$ cat src/rtl/vx_perf_ctr_bank_pkg.sv
// Shared types and constants for the performance counter bank.
// Optional feature macro used by vx_perf_ctr_bank: VX_PERF_SNAPSHOT_EN.
package vx_perf_ctr_bank_pkg;

   // Default counter width shared with the rest of the perf path
   localparam int unsigned PERF_CTR_BITS = 44;

   // Counters wrap unless an instance asks for saturation
   localparam bit PERF_CTR_SATURATE_DEFAULT = 1'b0;

   typedef logic [PERF_CTR_BITS-1:0] perf_ctr_t;

   // Read response payload at the default counter width
   typedef struct packed {
      perf_ctr_t data;
      logic      ovf;
   } perf_rd_rsp_t;

   // Channel index width; never narrower than one bit
   function automatic int unsigned ch_bits(input int unsigned n);
      return (n > 1) ? $clog2(n) : 1;
   endfunction

endpackage

$ cat src/rtl/vx_perf_ctr_bank_cell.sv
// One performance counter with a sticky overflow flag.
// Ports:
//   clk, reset_n : clock, asynchronous active-low reset
//   clear        : synchronous clear of counter and overflow (wins over enable)
//   enable       : accumulate incr this cycle
//   incr         : per-cycle increment, zero-extended into the counter
//   value, ovf   : registered counter value and sticky overflow flag
module vx_perf_ctr_bank_cell #(
   parameter int unsigned CTR_WIDTH  = 44,
   parameter int unsigned INCR_WIDTH = 4,
   parameter bit          SATURATE   = 1'b0
) (
   input  logic                  clk,
   input  logic                  reset_n,
   input  logic                  clear,
   input  logic                  enable,
   input  logic [INCR_WIDTH-1:0] incr,
   output logic [CTR_WIDTH-1:0]  value,
   output logic                  ovf
);

   localparam int unsigned SUM_W = CTR_WIDTH + 1;

   logic [CTR_WIDTH-1:0] r_ctr;
   logic                 r_ovf;
   logic [SUM_W-1:0]     w_sum;

   // One extra bit catches the carry out of the counter
   assign w_sum = {1'b0, r_ctr} + SUM_W'(incr);

   // Counter and sticky overflow update
   always_ff @(posedge clk or negedge reset_n) begin
      if (!reset_n) begin
         r_ctr <= '0;
         r_ovf <= 1'b0;
      end else if (clear) begin
         r_ctr <= '0;
         r_ovf <= 1'b0;
      end else if (enable) begin
         if (w_sum[CTR_WIDTH]) begin
            r_ovf <= 1'b1;
            r_ctr <= SATURATE ? '1 : w_sum[CTR_WIDTH-1:0];
         end else begin
            r_ctr <= w_sum[CTR_WIDTH-1:0];
         end
      end
   end

   assign value = r_ctr;
   assign ovf   = r_ovf;

endmodule

$ cat src/rtl/vx_perf_ctr_bank.sv
// Multi-channel performance event accumulator with a one-entry read port.
// Optional feature macro: VX_PERF_SNAPSHOT_EN (adds snap_req and a shadow
// bank; reads then return shadow contents instead of live counters).
// Ports:
//   clk, reset_n        : clock, asynchronous active-low reset
//   enable, clear       : global count enable, synchronous clear of all counters
//   event_incr          : channel i increment at [i*INCR_WIDTH +: INCR_WIDTH]
//   snap_req            : capture live counters into the shadow bank (macro only)
//   rd_req_valid/_id    : read request and channel index
//   rd_req_ready        : combinational; high when the response slot is free
//   rd_rsp_valid/_data/_ovf/_ready : registered read response handshake
module vx_perf_ctr_bank
   import vx_perf_ctr_bank_pkg::*;
#(
   parameter  int unsigned NUM_CHANNELS = 8,
   parameter  int unsigned INCR_WIDTH   = 4,
   parameter  int unsigned CTR_WIDTH    = PERF_CTR_BITS,
   parameter  bit          SATURATE     = PERF_CTR_SATURATE_DEFAULT,
   localparam int unsigned CH_BITS      = ch_bits(NUM_CHANNELS)
) (
   input  logic                               clk,
   input  logic                               reset_n,
   input  logic                               enable,
   input  logic                               clear,
   input  logic [NUM_CHANNELS*INCR_WIDTH-1:0] event_incr,
`ifdef VX_PERF_SNAPSHOT_EN
   input  logic                               snap_req,
`endif
   input  logic                               rd_req_valid,
   input  logic [CH_BITS-1:0]                 rd_req_id,
   output logic                               rd_req_ready,
   output logic                               rd_rsp_valid,
   output logic [CTR_WIDTH-1:0]               rd_rsp_data,
   output logic                               rd_rsp_ovf,
   input  logic                               rd_rsp_ready
);

   localparam int unsigned ENT_W      = CTR_WIDTH + 1;
   localparam int unsigned RD_ENTRIES = 1 << CH_BITS;

   // Entries are packed as {ovf, value}
   logic [ENT_W-1:0]     w_live   [NUM_CHANNELS];
   logic [ENT_W-1:0]     w_src    [NUM_CHANNELS];
   logic [ENT_W-1:0]     w_rd_tab [RD_ENTRIES];
   logic                 w_accept;
   logic                 r_rsp_valid;
   logic [CTR_WIDTH-1:0] r_rsp_data;
   logic                 r_rsp_ovf;

   // Counter cells
   for (genvar g = 0; g < NUM_CHANNELS; g++) begin : g_ch
      logic [CTR_WIDTH-1:0] w_value;
      logic                 w_ovf;

      vx_perf_ctr_bank_cell #(
         .CTR_WIDTH  (CTR_WIDTH),
         .INCR_WIDTH (INCR_WIDTH),
         .SATURATE   (SATURATE)
      ) u_cell (
         .clk     (clk),
         .reset_n (reset_n),
         .clear   (clear),
         .enable  (enable),
         .incr    (event_incr[g*INCR_WIDTH +: INCR_WIDTH]),
         .value   (w_value),
         .ovf     (w_ovf)
      );

      assign w_live[g] = {w_ovf, w_value};
   end

`ifdef VX_PERF_SNAPSHOT_EN
   logic [ENT_W-1:0] r_shadow [NUM_CHANNELS];

   // Shadow captures pre-update live values, including pre-clear values
   always_ff @(posedge clk or negedge reset_n) begin
      if (!reset_n) begin
         for (int i = 0; i < NUM_CHANNELS; i++) r_shadow[i] <= '0;
      end else if (snap_req) begin
         for (int i = 0; i < NUM_CHANNELS; i++) r_shadow[i] <= w_live[i];
      end
   end

   for (genvar g = 0; g < NUM_CHANNELS; g++) begin : g_src
      assign w_src[g] = r_shadow[g];
   end
`else
   for (genvar g = 0; g < NUM_CHANNELS; g++) begin : g_src
      assign w_src[g] = w_live[g];
   end
`endif

   // Full-range read table; ids past the last channel read as zero
   for (genvar g = 0; g < RD_ENTRIES; g++) begin : g_rd
      if (g < NUM_CHANNELS) begin : g_hit
         assign w_rd_tab[g] = w_src[g];
      end else begin : g_miss
         assign w_rd_tab[g] = '0;
      end
   end

   assign rd_req_ready = !r_rsp_valid || rd_rsp_ready;
   assign w_accept     = rd_req_valid && rd_req_ready;

   // One-entry response register
   always_ff @(posedge clk or negedge reset_n) begin
      if (!reset_n) begin
         r_rsp_valid <= 1'b0;
         r_rsp_data  <= '0;
         r_rsp_ovf   <= 1'b0;
      end else if (w_accept) begin
         r_rsp_valid              <= 1'b1;
         {r_rsp_ovf, r_rsp_data}  <= w_rd_tab[rd_req_id];
      end else if (rd_rsp_ready) begin
         r_rsp_valid <= 1'b0;
      end
   end

   assign rd_rsp_valid = r_rsp_valid;
   assign rd_rsp_data  = r_rsp_data;
   assign rd_rsp_ovf   = r_rsp_ovf;

endmodule

$ cat config.mk
export PLATFORM = sky130hd
export DESIGN_NAME = vx_perf_ctr_bank
export DESIGN_NICKNAME = d
export VERILOG_FILES = /design/src/rtl/vx_perf_ctr_bank_pkg.sv /design/src/rtl/vx_perf_ctr_bank_cell.sv /design/src/rtl/vx_perf_ctr_bank.sv
export SDC_FILE = /design/constraint.sdc
export NUM_CORES = 1
export LEC_CHECK = 0
export CAP_MARGIN = 20
export CELL_PAD_IN_SITES_DETAIL_PLACEMENT = 1
export CELL_PAD_IN_SITES_GLOBAL_PLACEMENT = 1
export CORE_ASPECT_RATIO = 0.6
export CORE_UTILIZATION = 45
export CTS_CLUSTER_SIZE = 10
export DETAILED_ROUTE_END_ITERATION = 6
export PLACE_DENSITY_LB_ADDON = 0.1
export SYNTH_ARGS = -nofsm -noshare
export SYNTH_HDL_FRONTEND = slang
export SYNTH_HIERARCHICAL = 1
export SYNTH_SLANG_ARGS = --single-unit
export TNS_END_PERCENT = 10
$ cat constraint.sdc
create_clock -name clk -period 6.8 [get_ports clk]
set_clock_uncertainty 0.05 [all_clocks]
set_input_delay 2.04 -clock clk [delete_from_list [all_inputs] [get_ports clk]]
set_output_delay 2.04 -clock clk [all_outputs]
set_load 0.03 [all_outputs]
---- After elaboration in Yosys (flattened, before gate mapping) ----
Cells that the tools add are included.
word-level totals
  latch bits .............................. 0
  bits in read-only memories .............. 0
  word-level logic and storage cells ...... 95
  memories kept ........................... 0
  bits in writable memories ............... 0
  input port bits ......................... 41
  register bits after elaboration ......... 406
operators by class
  shift-type cells ........................ 0
  $add $sub $neg .......................... 8
  multiply operators ...................... 0
  multiplexer cells ....................... 45
  equality and inequality tests ........... 0
  bitwise gates (word level) .............. 1
  div/mod/pow operators ................... 0
  magnitude comparators ................... 1
  reductions and logical operators ........ 21
operator list
  kind                                         number
  2-to-1 mux 44 bit                            16
  adder 44 x 4 -> 45 bit                       8
  binary-select mux 45 bit (select 3 bit)      1
  2-to-1 mux 45 bit                            2
  2-to-1 mux 1 bit                             26
  nonzero test 2 bit                           10
  AND reduction 2 bit                          8
  >= comparator 4 bit (second input constant)  1
  inverter 3 -> 4 bit                          1
  logical AND 1 bit                            1
  zero test 1 bit                              1
  logical OR 1 bit                             1

---- Longest topological paths before layout ----
Gate-level depths: netlist (run 1).
  word-level depth ........................ 4
  mapped depth ............................ 8

---- Cells and area by module ----
Netlist (run 1), hierarchy kept.
by module, submodules not included
  module                 seq. area each (µm²)  times used  cells an instance  area each (µm²)
  vx_perf_ctr_bank_cell  1126.1                8           264                2432.3
  vx_perf_ctr_bank       1151.1                1           467                4724.5

---- Least setup slack after synthesis (run 1) ----
No wires, ideal clock.
  kind .................................... input to output
  start point ............................. in rd_rsp_ready
  end point ............................... out rd_req_ready
  required time ........................... 4710 ps
  arrival ................................. 2570 ps
  setup slack ............................. 2140 ps
  stages .................................. 3
  path through ............................ nor2b_1 > clkbuf_1 > inv_1
on the way
  longest elaborated chain between the ends .. 1
RTL lines
  what              line                     text
  from (decl)       vx_perf_ctr_bank.sv:35   input logic rd_rsp_ready
  logical OR 1 bit  vx_perf_ctr_bank.sv:102  assign rd_req_ready = !r_rsp_valid || rd_rsp_ready;
  to (decl)         vx_perf_ctr_bank.sv:31   output logic rd_req_ready,
No other way between the ends.

---- Final worst setup path (run 1) ----
Ends and elaborated chain as after synthesis.

==> results of run 1 <==
synthesized netlist by cell type, types with 18 or more instances:
cell type / instances / area share (%)
a211oi_1: 24 / 0.75
a21oi_1: 136 / 2.8
a22o_1: 45 / 1.6
and3_1: 40 / 1.0
buf_2: 24 / 0.50
clkbuf_1: 87 / 1.4
dfrtp_1: 406 / 42
ha_1: 32 / 1.7
inv_1: 49 / 0.76
mux2_2: 88 / 4.1
mux2i_1: 114 / 4.7
nand2_1: 138 / 2.1
nand3_1: 128 / 2.6
nor2_1: 241 / 3.7
nor2b_1: 42 / 1.1
nor3_1: 96 / 2.0
nor4_1: 48 / 1.2
o21ai_0: 197 / 4.1
o22ai_1: 45 / 1.2
o31ai_1: 35 / 1.1
o31ai_2: 18 / 0.93
or3_1: 120 / 3.1
or4_1: 64 / 2.0
or4b_2: 24 / 0.99
xnor2_1: 160 / 5.8
tightest hold or removal path: stages, from the launching register on:
cell	delay [ns]
dfrtp_1	0.37
inv_1	0.05
a21oi_1	0.05
power by group:
part | switching (mW) | leakage (nW) | internal, mW
logic | 0.528 | 4.56 | 0.276
clock network | 1.04 | 0.639 | 1.32
registers | 0.0831 | 5.59 | 2.48
total | 1.65 | 10.8 | 4.07
layout make-up:
type,instances,area [um^2]
clock buffers,56,1250
fillers,5897,25800
inverters,50,188
well taps,703,880
multi-input cells,1975,13100
clock inverters,3,55.1
flip-flops and latches,406,10200
repair buffers,138,1330
diodes,1,2.50
per-layer routing:
metal | GRT usage [%] | vias up
li1 | - | 9490
met1 | 46.1 | 10900
met2 | 44.0 | 536
met3 | 6.02 | 113
met4 | 9.30 | 0
met5 | 0 | -
flip-flops by register name, summed over array words and instances (netlist names):
name,count
g_ch.u_cell/value,352
rd_rsp_data,44
g_ch.u_cell/ovf,8
rd_rsp_ovf,1
rd_rsp_valid,1
cells in the final DEF, fill, tap and decap left out, types with 10 or more instances in the layout:
master,count
mux2_2,88
nor3_1,96
or4_1,64
a22o_1,45
nand2_1,138
inv_1,49
mux2i_1,114
a211oi_1,24
nor2_1,240
o22ai_1,45
xnor2_1,160
nor4_1,48
nor4b_1,16
or4_4,16
nand3_1,128
o31ai_2,18
buf_4,46
a21oi_1,136
dfrtp_1,406
and3_1,40
o21ai_0,197
or4b_2,24
clkbuf_16,48
o31ai_1,35
clkdlybuf4s50_1,83
nand4_1,16
or3_1,120
nor2b_1,40
ha_1,32
mux2_1,10
path summary, 6_finish.rpt:
path / slack [ns] / startpoint / cells past startpoint / end
max: 1.38 / rd_rsp_ready / 4 / rd_req_ready
min: 0.46 / g_ch[6].u_cell/ovf / 2 / g_ch[6].u_cell/ovf
max reg2reg: 3.37 / g_ch[1].u_cell/value[0] / 7 / g_ch[1].u_cell/ovf
min reg2reg: 0.46 / g_ch[6].u_cell/ovf / 2 / g_ch[6].u_cell/ovf
max in group asynchronous: 3.99 / reset_n / 2 / g_ch[0].u_cell/value[17]
min in group asynchronous: 1.46 / reset_n / 1 / g_ch[7].u_cell/value[33]
stage by stage:
stage	setup slack [ns]	total power, mW	std cells	hold WS, ns
2_1_floorplan	2.14	3.02	2579	0.436
3_3_place_gp	1.36	3.38	3270	0.452
3_5_place_dp	1.31	3.40	3270	0.456
4_1_cts	1.37	5.76	3329	0.465
5_1_grt	1.34	5.92	3331	0.486
6_report	1.38	5.72	3332	0.461
kinds of logic after synthesis:
kind of cell	count (synthesis)
AOI/OAI and AO/OA	532
xor gates and xnor gates	168
adders and majority gates	40
buffers and inverters	198
DFF	406
muxes	212
and+or+nand+nor	1023
==> results.toml, run 1 <==
[run_status]
status = "completed"

[logic_synthesis]
synth_area_per_cell_um2 = 9.38
ys_ff_latch = 406
synth_cell_types = 44
synth-edff-count = 0
synth_mux_area_share_pct = 9.28
synth-compound-area-share_pct = 13.4
synthXorXnorAreaFrac_pct = 6.08
ys_warn_count = 6
syn-cell-area_um2 = 24200
synthFlopType = "dfrtp_1"
syn_nets = 2660
synth-adder-area-share_pct = 2.32
synth_top_family_by_area = "simple AND/OR/NAND/NOR gates"
synthCells = 2579
synthSimpleGateAreaFrac_pct = 23.2
async_flop_share_pct = 100
yosysSeqAreaShare_pct = 42.0

[detailed_routing]
post-route-drc-count = 0
dr.pass1.iters = 5
postRouteAntennaNets = 0
drt-initial-drc-count = 1793
wl_met3_mm = 5.18
vias = 21000
wl_met2_mm = 35.5
viasPerCell = 6.31
finalWirelength_mm = 83.2
drt-wirelength-per-cell_um = 25.0
wl_met1_mm = 40.0
top_layer = "met4"

[setup_path]
path_cells = "clkdlybuf4s50_1 > nor2b_4 > inv_1 > clkdlybuf4s50_1"
cp.required_ns = 4.71
arrival_ns = 3.33
crit_slowest_cell = "clkdlybuf4s50_1"
path_class = "primary input to output port"
crit_fanout = 2
cp-end-kind = "output port"
cp-start-kind = "primary input"
cpMostUsedCell = "clkdlybuf4s50_1"
path_buf_inv = 3
cp_top_family = "buffers and inverters"
max_stage_delay_ns = 0.67

[global_route]
grt_pass1_vias = 21700
grt-ovfl-total = 0
grt_start_max_net_pins = 111
antenna_found_initial = 0
grt.total_usage_pct = 30.7
grt_first_pass_wirelength_mm = 130

[clock_network]
tritoncts = "yes"
cts_num_sinks = 406
cts.clk_slew.worst_paths_ns = 0.06
cts_buffer_depth = 3
cts_resized = 0
cts.htree.levels = 2
ctsHoldBuffers = 0
cts_setup_buffers = 0
clock_latency_ns = 0.59
cts_buffers = 47
root_buffer = "clkbuf_16"

[floorplan]
start_util_pct = 45.8
core.rowCount = 65
die_h_um = 182
dieWidth_um = 301
die-area_um2 = 54700
core_um2 = 52800
ios = 88

[timing]
relSlewSlack_pct = 31.8
period_share_pct = 79.7
max_freq_mhz = 184
slew_violations = 0
finalHoldViolCount = 0
tightest_slew_ns = 1.02
min_period_ns = 5.42
final.setup.tns_ns = 0
rsz0062_at_grt = "no"
setup_viol = 0

[placed_design]
port_buffers = 87
dp_hpwl_mm = 58.3
gp_congestion = 0.847
dpl-instance-area_um2 = 25700

[power]
ir_drop_mv = 0.184
p_leak_nw = 10.8
power_density_nw_per_um2 = 212

[final_layout]
drive_gt1_share_pct = 10.5
final_util_pct = 51.2
design_area_um2 = 27000
areaGrowthSynthToFinish_pct = 11.7
fin_nets = 2699

[job]
drv_cap = 0

[hold_path]
hp-class = "register to register"
Note: power is estimated with default switching activity, not from simulation.
==> run 2, diff against run 1 <==
Settings changed: CORE_UTILIZATION 45 to 44.
Clock period 6.8 ns to 4.8 ns, I/O delays scaled along.
==> run 2 against run 1 <==
Die area rose by 2.3%. Register-to-register slack got worse by 1.7 ns. Clock power grew 37%. Cell count rose by 0.72%. Critical endpoint is now g_ch[4].u_cell/value[38].
==> results.toml, run 2 (synthesized netlist as in run 1, its figures left out) <==
[floorplan]
start_util_pct = 44.6
die_h_um = 184
core.rowCount = 66
ios = 88
dieWidth_um = 305
die-area_um2 = 55900
core_um2 = 54300

[timing]
tightest_slew_ns = 1.19
relSlewSlack_pct = 20.4
min_period_ns = 4.00
setup_viol = 0
final.setup.tns_ns = 0
slew_violations = 0
whs_ns = 0.468
rsz0062_at_grt = "no"
max_freq_mhz = 250
period_share_pct = 83.3
finalHoldViolCount = 0

[power]
ir_drop_mv = 0.237
p_leak_nw = 10.9
finalPower_mw = 8.00
power_density_nw_per_um2 = 295

[clock_network]
root_buffer = "clkbuf_16"
clock_latency_ns = 0.58
cts_buffer_depth = 3
cts.htree.levels = 2
cts.clk_slew.worst_paths_ns = 0.06
cts_num_sinks = 406
ctsHoldBuffers = 0
tritoncts = "yes"
cts_setup_buffers = 0
cts_buffers = 46
cts_resized = 0

[global_route]
antenna_found_initial = 1
grt_first_pass_wirelength_mm = 133
grt_pass1_vias = 21200
grt.total_usage_pct = 31.0
grt_start_max_net_pins = 156
grt-ovfl-total = 0

[run_status]
status = "completed"

[final_layout]
final_util_pct = 50.0
fin_nets = 2718
final_common_cell = "dfrtp_1"
design_area_um2 = 27100
largest_reg_flops = 352
drive_gt1_share_pct = 11.1
areaGrowthSynthToFinish_pct = 12.2
num_antenna_cells = 0
layout_common_cells = "dfrtp_1, nor2_1, o21ai_0"

[detailed_routing]
drt-initial-drc-count = 1932
vias = 21200
dr.pass1.iters = 5
finalWirelength_mm = 86.8
drt-wirelength-per-cell_um = 25.9
post-route-drc-count = 0
postRouteAntennaNets = 0
viasPerCell = 6.32

[setup_path]
cp.required_ns = 5.23
arrival_ns = 4.43
cp-end-kind = "register"
cp-start-kind = "primary input"
crit_fanout = 9
path_class = "primary input to register"

[hold_path]
hp-class = "register to register"

[placed_design]
dp_hpwl_mm = 63.0
gp_congestion = 0.916
port_buffers = 87
dpl-instance-area_um2 = 25900

[job]
drv_cap = 0
run 2: worst paths after layout:
kind / from / end / slack [ns] / cells after the start
worst min-delay path: rd_rsp_data[43] / rd_rsp_data[43] / 0.47 / 2
worst min register to register: rd_rsp_data[43] / rd_rsp_data[43] / 0.47 / 2
worst max register to register: g_ch[0].u_cell/value[7] / g_ch[0].u_cell/value[43] / 1.72 / 5
worst max-delay path: event_incr[16] / g_ch[4].u_cell/value[38] / 0.80 / 9
min in group asynchronous: reset_n / g_ch[7].u_cell/value[33] / 0.78 / 1
max in group asynchronous: reset_n / g_ch[1].u_cell/value[16] / 2.86 / 2
run 2: final cells by class:
class                           count  area [um^2]
Fill cell                        6133        27100
Multi-Input combinational cell   1975        13100
Sequential cell                   406        10200
Timing Repair Buffer              158         1500
Clock buffer                       53         1240
Tap cell                          714          893
Inverter                           50          188
run 2: per-stage QoR:
step / setup WS [ns] / instances
6_report: 0.804 / 3356
4_1_cts: 0.854 / 3356
3_3_place_gp: 0.344 / 3303
3_5_place_dp: 0.274 / 3303
5_1_grt: 0.731 / 3356
2_1_floorplan: 1.14 / 2579
run 2: where the power goes:
group	total (mW)	switching [mW]	internal [mW]	leakage, nW
logic	1.15	0.747	0.401	4.66
registers	3.62	0.107	3.52	5.59
clock network	3.23	1.44	1.79	0.609
total	8.00	2.29	5.71	10.9
run 2: critical path, stage by stage:
cell and delay (ns):
clkdlybuf4s50_1 0.47, ha_1 0.20, fa_1 0.24, a211oi_1 0.12
or4_1 0.70, or3_1 0.53, buf_4 0.21, or3_1 0.35
a21oi_1 0.17
run 2: routing by layer:
metal	GRT usage, %	up-vias	wire [um]
met2	43.6	612	35600
met1	48.3	11000	43300
met5	0	-	0
li1	-	9503	-
met3	6.43	82	6420
met4	6.22	0	1480
==> run 3, diff against run 2 <==
Settings changed: CORE_UTILIZATION 44 to 45.
Clock period 4.8 ns to 4.1 ns, I/O delays scaled along.
==> run 3 against run 2 <==
Non-clock buffer count up 25. Via count up 0.87%. Global-route usage up 0.72 points. Sequential power up 17%. Clock power up 17%. Critical path type is now primary input to output port.
==> results.toml, run 3 (synthesized netlist as in run 1, its figures left out) <==
[run_status]
status = "completed"

[power]
power_density_nw_per_um2 = 345
p_leak_nw = 11.0
ir_drop_mv = 0.275
finalPower_mw = 9.41

[floorplan]
die-area_um2 = 54700
die_h_um = 182
core_um2 = 52800
ios = 88
dieWidth_um = 301
core.rowCount = 65
start_util_pct = 45.8

[clock_network]
cts_num_sinks = 406
cts.clk_slew.worst_paths_ns = 0.06
cts_buffers = 46
clock_latency_ns = 0.59
cts_buffer_depth = 3
cts_resized = 0
tritoncts = "yes"
cts_setup_buffers = 0
root_buffer = "clkbuf_16"
cts.htree.levels = 2
ctsHoldBuffers = 0

[detailed_routing]
postRouteAntennaNets = 0
dr.pass1.iters = 5
finalWirelength_mm = 86.0
post-route-drc-count = 0
viasPerCell = 6.35
drt-initial-drc-count = 1856
drt-wirelength-per-cell_um = 25.5
vias = 21400

[setup_path]
cp.required_ns = 2.82
cp-start-kind = "primary input"
arrival_ns = 2.53
cp-end-kind = "output port"
path_class = "primary input to output port"
r2r_start = "g_ch[0].u_cell/value[0]"
rrSetupSlack_ns = 1.01
r2r_cells = 8
crit_fanout = 2
reg2reg_to = "g_ch[0].u_cell/value[32]"

[timing]
slew_violations = 0
period_share_pct = 92.8
tightest_slew_ns = 0.989
max_freq_mhz = 263
min_period_ns = 3.81
whs_ns = 0.471
setup_viol = 0
relSlewSlack_pct = 34.0
finalHoldViolCount = 0
rsz0062_at_grt = "no"

[global_route]
antenna_found_initial = 0
grt_first_pass_wirelength_mm = 134
grt_pass1_vias = 21800
grt.total_usage_pct = 31.7
grt-ovfl-total = 0
grt_start_max_net_pins = 98

[final_layout]
layout_common_cells = "dfrtp_1, nor2_1, o21ai_0"
num_antenna_cells = 0
final_common_cell = "dfrtp_1"
drive_gt1_share_pct = 11.9
fin_nets = 2743
largest_reg_flops = 352
areaGrowthSynthToFinish_pct = 12.9

[hold_path]
min_to = "g_ch[6].u_cell/ovf"
hold-path-cell-count = 2
min_from = "g_ch[6].u_cell/ovf"
hp-class = "register to register"

[placed_design]
gp_congestion = 0.882
dp_hpwl_mm = 61.7
port_buffers = 87

[job]
drv_cap = 0
run 3: power by group:
part	switching (mW)	internal, mW	leakage [nW]
Combinational	0.888	0.484	4.78
Clock	1.70	2.10	0.609
Sequential	0.126	4.12	5.59
Total	2.71	6.70	11.0
run 3: how the worst max path moves through the flow:
stage                                to  slack, ns      startpoint
5_1_grt                    rd_req_ready       0.27    rd_rsp_ready
2_1_floorplan  g_ch[5].u_cell/value[42]       0.65  event_incr[20]
4_1_cts                    rd_req_ready       0.29    rd_rsp_ready
3_5_place_dp   g_ch[4].u_cell/value[38]      -0.18  event_incr[16]
3_3_place_gp   g_ch[4].u_cell/value[38]      -0.09  event_incr[16]
6_report                   rd_req_ready       0.29    rd_rsp_ready
run 3: through the flow:
step                setup WS, ns  instances  area [um^2]  utilization, %  setup TNS (ns)
floorplan                  0.653       2579        24200               -               0
CTS                        0.292       3370        27300            51.7               0
global placement         -0.0941       3317        26100            49.4          -0.467
finish                     0.294       3370        27300            51.7               0
global route               0.273       3370        27300            51.7               0
detailed placement        -0.178       3317        26100            49.4           -1.48
run 3: area by class of cell:
class                      count  area, um^2
sequential                   406       10200
tap                          703         880
timing repair buffer         183        1690
multi-input combinational   1975       13100
fill                        5911       25500
clock buffer                  53        1240
inverter                      50         188
run 3: layer usage:
metal | wire length [um] | track usage [%] | vias up
met5 | 0 | 0 | -
met4 | 1800 | 6.98 | 0
met3 | 4920 | 4.75 | 112
met2 | 36700 | 45.6 | 555
met1 | 42600 | 49.6 | 11200
li1 | - | - | 9569
run 3: critical path: stages:
cell and delay, ns:
clkdlybuf4s50_1 0.51, nor2b_4 0.05, inv_1 0.06, clkdlybuf4s50_1 0.67
